==> src/rtl/scan_decoder_pkg.sv <==
// Shared types for the scan_decoder block: FSM state encoding and mode values.
package scan_decoder_pkg;

  typedef enum logic [1:0] {
    IDLE   = 2'd0,
    DIRECT = 2'd1,
    SCAN   = 2'd2
  } state_t;

  typedef enum logic {
    MODE_DIRECT = 1'b0,
    MODE_SCAN   = 1'b1
  } mode_t;

endpackage

==> src/rtl/onehot_decoder.sv <==
// Combinational N-to-2^N one-hot decode with enable; all-zero when disabled.
module onehot_decoder #(
  parameter int SEL_W = 3
) (
  input  logic [SEL_W-1:0]      sel,
  input  logic                  en,
  output logic [2**SEL_W-1:0]   onehot
);

  // Set exactly the addressed line, or nothing while disabled.
  always_comb begin
    onehot = '0;
    if (en) onehot[sel] = 1'b1;
  end

endmodule

==> src/rtl/scan_decoder.sv <==
// Registered one-hot decoder with direct-select and auto-scan modes.
// Every output is taken straight from a flop; the one-hot pattern is decoded
// from the next-cycle select so out and cur_sel always describe the same line.
module scan_decoder
  import scan_decoder_pkg::*;
#(
  parameter int SEL_W   = 3,
  parameter int DWELL_W = 8
) (
  input  logic                clk,
  input  logic                rst,
  input  logic                en,
  input  logic                mode,
  input  logic [SEL_W-1:0]    sel,
  input  logic                sel_valid,
  input  logic [DWELL_W-1:0]  dwell,
  output logic [2**SEL_W-1:0] out,
  output logic [SEL_W-1:0]    cur_sel,
  output logic                wrap
);

  localparam int OUT_W = 2**SEL_W;

  localparam logic [SEL_W-1:0]   SEL_ONE = SEL_W'(1);
  localparam logic [SEL_W-1:0]   SEL_MAX = '1;
  localparam logic [DWELL_W-1:0] CNT_ONE = DWELL_W'(1);

  state_t               state;
  state_t               state_nxt;
  logic [DWELL_W-1:0]   dwell_cnt;
  logic [DWELL_W-1:0]   cnt_nxt;
  logic [SEL_W-1:0]     sel_nxt;
  logic                 wrap_nxt;
  logic [OUT_W-1:0]     onehot_nxt;

  // Next-state logic: mode tracking, load priority, dwell counting and advance.
  // The advance decision looks at the registered state, so a mode change only
  // affects advancing from the edge after it is sampled.
  always_comb begin
    state_nxt = state;
    sel_nxt   = cur_sel;
    cnt_nxt   = dwell_cnt;
    wrap_nxt  = 1'b0;
    if (!en) begin
      // Disabled: select and dwell counter hold, outputs blank next cycle.
      state_nxt = IDLE;
    end else begin
      state_nxt = (mode == MODE_SCAN) ? SCAN : DIRECT;
      if (sel_valid) begin
        // A load always wins over a due advance and never flags a wrap.
        sel_nxt = sel;
        cnt_nxt = '0;
      end else if (state == SCAN) begin
        // Compare against the live dwell so a lowered dwell never overruns.
        if (dwell_cnt >= dwell) begin
          sel_nxt  = cur_sel + SEL_ONE;
          cnt_nxt  = '0;
          wrap_nxt = (cur_sel == SEL_MAX);
        end else begin
          cnt_nxt = dwell_cnt + CNT_ONE;
        end
      end
      // Every entry into SCAN starts a fresh dwell on the current line.
      if ((state != SCAN) && (state_nxt == SCAN)) cnt_nxt = '0;
    end
  end

  // One-hot pattern for the line that will be current after this edge,
  // gated by the enable that is being registered alongside it.
  onehot_decoder #(
    .SEL_W (SEL_W)
  ) u_onehot (
    .sel    (sel_nxt),
    .en     (en),
    .onehot (onehot_nxt)
  );

  // State, select, dwell counter and output registers.
  always_ff @(posedge clk or posedge rst) begin
    if (rst) begin
      state     <= IDLE;
      cur_sel   <= '0;
      dwell_cnt <= '0;
      out       <= '0;
      wrap      <= 1'b0;
    end else begin
      state     <= state_nxt;
      cur_sel   <= sel_nxt;
      dwell_cnt <= cnt_nxt;
      out       <= onehot_nxt;
      wrap      <= wrap_nxt;
    end
  end

endmodule
==> config.mk <==
export PLATFORM = sky130hd
export DESIGN_NAME = scan_decoder
export DESIGN_NICKNAME = d
export VERILOG_FILES = /design/src/rtl/scan_decoder_pkg.sv /design/src/rtl/onehot_decoder.sv /design/src/rtl/scan_decoder.sv
export SDC_FILE = /design/constraint.sdc
export NUM_CORES = 1
export LEC_CHECK = 0
export ABC_AREA = 1
export BUFFER_PORTS_ARGS = -buffer_cell sky130_fd_sc_hd__buf_2
export CAP_MARGIN = 20
export CORE_ASPECT_RATIO = 2
export CORE_UTILIZATION = 35
export DETAILED_ROUTE_END_ITERATION = 10
export GPL_ROUTABILITY_DRIVEN = 0
export SETUP_SLACK_MARGIN = 0.2
export SLEW_MARGIN = 25
export SYNTH_ARGS = -nofsm -noshare
export SYNTH_HDL_FRONTEND = slang
export SYNTH_HIERARCHICAL = 1
export SYNTH_SLANG_ARGS = --single-unit
==> constraint.sdc <==
create_clock -name clk -period 2.2 [get_ports clk]
set_clock_uncertainty 0.05 [all_clocks]
set_input_delay 0.11 -clock clk [delete_from_list [all_inputs] [get_ports clk]]
set_output_delay 0.11 -clock clk [all_outputs]
set_load 0.01 [all_outputs]
* After elaboration in Yosys (flattened, before gate mapping)
Index checks and enable logic that the tools add are counted.
** Word-level totals
- Register bits :: 22
- Input bits :: 16
- Output and inout port bits :: 12
** Operators by class
- $add $sub $neg :: 2
- Magnitude comparators :: 3
- Eq/ne operators :: 4
- Multiplexer cells :: 17
- Reductions and logical operators :: 4
** Operators by type and width (count)
- 8-bit two-way mux :: 5
- 3-bit two-way mux :: 4
- 8-bit by 1-bit adder with 8-bit output, second input constant :: 1
- 8-bit >= comparator :: 1
- 1-bit two-way mux :: 5
- 2-bit equality test, second input constant :: 2
- 3-bit by 4-bit less-than comparator with 1-bit output, second input constant :: 1
- 2-bit two-way mux :: 2
- 3-bit by 1-bit adder with 3-bit output, second input constant :: 1
- 1-bit demux with 3-bit select :: 1
- 3-bit equality test, second input constant :: 1
- 3-bit by 1-bit >= comparator with 1-bit output, second input constant :: 1
- 3-bit nonzero test :: 1
- 1-bit logical AND :: 2
- 2-bit inequality test, second input constant :: 1
- 2-bit AND reduction :: 1

* Depth between registers and ports, before layout
- Depth in word-level cells :: 10
- Depth in mapped cells :: 16
- Depth with buffers taken out :: 16

* Cells and area by module
The synthesis kept the hierarchy.
** By module, submodules not included
- scan_decoder :: instances 1, cells each 145, area each 1236.2 sq um
- onehot_decoder :: instances 1, cells each 17, area each 63.8 sq um

* Worst setup path after synthesis
No wires, ideal clock.
- Path type :: reg2reg
- Start :: reg dwell_cnt[3]
- End :: reg out[0]
- Setup time :: 120 ps
- Arrival time :: 1574 ps
- Required time :: 2030 ps
- Path slack :: 457 ps
- Cell stages (with the launch flop) :: 15
- Path buffers :: 0
- Period minus slack after synthesis :: 1743 ps
- Cells stage by stage :: dfrtp_1 -> ha_1 -> nand2_1 -> nor2_1 -> nor2_1 -> nand2_1 -> nand2_1 -> nand2_2 -> nand2_1 -> nand2_1 -> nand3_1 -> nand2_1 -> inv_1 -> nand2_1 -> nor2_1
** On the way
- Longest elaborated chain between the ends :: 10
- Elaborated cells between the ends (all ways) :: 11
** RTL lines
- from (decl) :: line scan_decoder.sv:30 : logic [DWELL_W-1:0] dwell_cnt;
- from (signal assigned) :: line scan_decoder.sv:89 : dwell_cnt <= cnt_nxt;
- 8-bit >= comparator * :: line scan_decoder.sv:55 : if (dwell_cnt >= dwell) begin
- 3-bit two-way mux * :: line scan_decoder.sv:55
- 3-bit two-way mux * :: line scan_decoder.sv:53 : end else if (state == SCAN) begin
- 3-bit two-way mux * :: line scan_decoder.sv:49 : if (sel_valid) begin
- 3-bit two-way mux * :: line scan_decoder.sv:44 : if (!en) begin
- net sel_nxt[0] :: line scan_decoder.sv:32 : logic [SEL_W-1:0] sel_nxt;
- 3-bit by 4-bit less-than comparator with 1-bit output (implied by the code) / 3-bit by 1-bit >= comparator with 1-bit output (equally long branches) :: line onehot_decoder.sv:13 : if (en) onehot[sel] = 1'b1;
- 1-bit logical AND (implied by the code) :: line onehot_decoder.sv:13
- 1-bit two-way mux (implied by the code) :: line onehot_decoder.sv:13
- 1-bit demux with 3-bit select *
- 8-bit two-way mux * :: line onehot_decoder.sv:13
- net onehot_nxt[0] :: line scan_decoder.sv:34 : logic [OUT_W-1:0] onehot_nxt;
- to (signal assigned) :: line scan_decoder.sv:90 : out <= onehot_nxt;
- to (decl) :: line scan_decoder.sv:17 : output logic [2**SEL_W-1:0] out,
The timed path passes the listed nets; every way through them passes the cells marked *.
A chain may end at the register's enable or synchronous reset.

* Worst setup path in the final report
- Start :: reg dwell_cnt[3]
- End :: reg out[2]
Same word-level chain as after synthesis.

==> results.json <==
{
  "fp.dieArea_sq_um": 3977,
  "avgViaCountPerCell": 4.460,
  "clock_path_buffers": 2,
  "reg2reg_depth": 14,
  "area_growth_pct": 29.35,
  "post-route-min-period_ps": 1889,
  "p_leak_nw": 0.9241,
  "most-common-layout-cells": "31 x inv_1, 27 x nand2_1, 27 x buf_2, 20 x dfrtp_1, 13 x nor2_1",
  "fmax_mhz": 529.3,
  "required_ps": 2340,
  "core-area_sq_um": 3568,
  "yosysTopAreaCellShare_pct": 42.35,
  "die_width_um": 45.10,
  "avgSynthCellArea_sq_um": 8.025,
  "cts_tree": "yes",
  "async_reset_ff_share_pct": 100.0,
  "rows": 31,
  "finalCritPeriodShare_pct": 85.88,
  "slew_headroom_pct": 45.86,
  "reg2reg_slack_ps": 310,
  "synth.distinct_cells": 23,
  "h-tree-depth": 1,
  "path_buf_inv": 1,
  "antenna_found_initial": 0,
  "ys_seq_area_share_pct": 42.35,
  "die_h_um": 88.19,
  "finish.utilization_pct": 47.12,
  "setup_violations": 0,
  "cts_made_buffers": 3,
  "antenna_cells": 0,
  "track_usage_pct": 14.91,
  "grt_first_pass_wirelength_mm": 4.278,
  "worstMarginPinSlew_ps": 811.1,
  "hpwl_mm": 2.129,
  "yosysTopAreaCell": "dfrtp_1",
  "synthCells": 162,
  "worstSetupPathType": "register to register",
  "cpMostUsedCell": "nand2_2",
  "status": "finished clean",
  "p_per_area_nw_per_um2": 596.9,
  "hold_slack_ps": 155.3,
  "clockRootBuffer": "clkbuf_8",
  "dpl-instance-area_sq_um": 1489,
  "syn_nets": 189,
  "slew_violations": 0,
  "clkTransAtPathRegs_ps": 80,
  "synth-seq-cells": 22,
  "clock_latency_ps": 260,
  "postRouteAntennaNets": 0,
  "final_common_cell": "inv_1",
  "synth_area_sq_um": 1300,
  "layout-drive-gt1-share_pct": 34.83,
  "critPathLaunchType": "register",
  "vias": 1115,
  "path_depth": 14,
  "finalWirelength_mm": 2.728,
  "cts_sinks": 22,
  "synthTopCellsByArea": "dfrtp_1 42%, ha_1 11%, nand2_1 10%",
  "yosysWarnings": 6,
  "initial_utilization_pct": 36.43,
  "hold_class": "input port to register",
  "ir_drop_v": 0.0005316,
  "wl_per_cell_um": 10.91,
  "num-nets-final": 229,
  "dr.pass1.iters": 4,
  "whs_path_depth": 3,
  "slowest_delay_ps": 430,
  "cp.arrival_ps": 2030,
  "drtIter0Drc": 26,
  "numPortBuffers": 27,
  "grt_overflow": 0,
  "crit_path_end_kind": "register",
  "hold_violations": 0,
  "critical_path.top_delay_family": "simple AND/OR/NAND/NOR gates",
  "tns_ps": 0,
  "ios": 28,
  "worst-path-max-fanout": 4,
  "grt_pass1_vias": 1039,
  "cap_violations": 0,
  "rsz0062_at_grt": "no",
  "synth_edf_count": 0,
  "synth_flop_cell": "dfrtp_1",
  "drc": 0,
  "design_area_sq_um": 1682,
  "grt_max_degree": 23,
  "slowest_stage": "dfrtp_2",
  "path_cells": "ha_1 -> nand2_1 -> nor2_1 -> nor2_1 -> nand2_1 -> nand2_2 -> nand2_2 -> nand2_2 -> nand2_1 -> nand3_1 -> nand2_2 -> inv_1 -> nand2_2 -> nor2_2"
}
-- worst min-delay path: stages --
cell,delay (ps)
buf_2,190
nand2_1,100
inv_1,30
-- per-layer routing --
| metal | share of wire (%) | global-route usage [%] |
|---|---|---|
| met1 | 37 | 14.38 |
| met2 | 58 | 28.46 |
| met3 | 2.9 | 2.268 |
| met4 | 1.9 | 7.438 |
| met5 | 0 | 0 |
-- path summary, 6_finish.rpt --
kind	startpoint	endpoint
max in group asynchronous	rst	dwell_cnt[3]
max	dwell_cnt[3]	out[2]
min reg2reg	dwell_cnt[0]	dwell_cnt[0]
min in group asynchronous	rst	dwell_cnt[7]
max reg2reg	dwell_cnt[3]	out[2]
min	en	state[1]
-- kinds of logic (layout without fill, tap and decap cells) --
family                     count (synthesis)  in the layout  synth area share (%)
xor gates and xnor gates                   3              3                 2.022
adders and majority gates                 11             11                 10.59
DFF                                       22             22                 42.35
and+or+nand+nor                           77             77                 28.10
buffers and inverters                     37             76                 11.36
AOI/OAI and AO/OA                         12             12                 5.582
-- cell usage after synthesis, types with 2 or more instances --
master and number:
o21ai_0 5, dfrtp_1 22, nor2_2 3, nand2_1 35
a21oi_1 4, xor2_1 3, nand2_2 2, nand4_1 3
nor2_1 17, nand3_2 2, nand3_1 12, inv_1 32
ha_1 11, inv_2 2
-- layout make-up --
class / instances / area, sq um
flip-flops and latches: 22 / 553.0
multi-input cells: 103 / 648.1
inverters: 36 / 140.1
clock inverters: 1 / 30.03
clock buffers: 3 / 41.29
repair buffers: 36 / 207.7
fillers: 405 / 1887
well taps: 49 / 61.31
-- through the flow --
step,setup slack [ps],power (mW),cells
2_1_floorplan,456.7,0.5552,162
3_3_place_gp,271.2,0.6140,237
3_5_place_dp,236.8,0.6143,237
4_1_cts,214.2,0.9889,243
5_1_grt,138.6,1.061,250
6_report,310.6,1.004,250
-- timing repair --
action,in CTS,in global routing
endpoints found under the setup margin,0,8
hold endpoints to repair,23,0
gates resized for setup,0,17
setup buffers,0,7
hold buffers,2,0
-- where the power goes --
| part | total, mW | switching [mW] | internal [mW] |
|---|---|---|---|
| clock network | 0.371 | 0.128 | 0.243 |
| logic | 0.191 | 0.118 | 0.0732 |
| registers | 0.441 | 0.0153 | 0.426 |
| total | 1.00 | 0.262 | 0.742 |
-- state kept, by name (all words and copies together) (netlist names) --
signal	flops
cur_sel	3
dwell_cnt	8
wrap	1
state	2
out	8
Note: power is estimated with default switching activity, not from simulation.
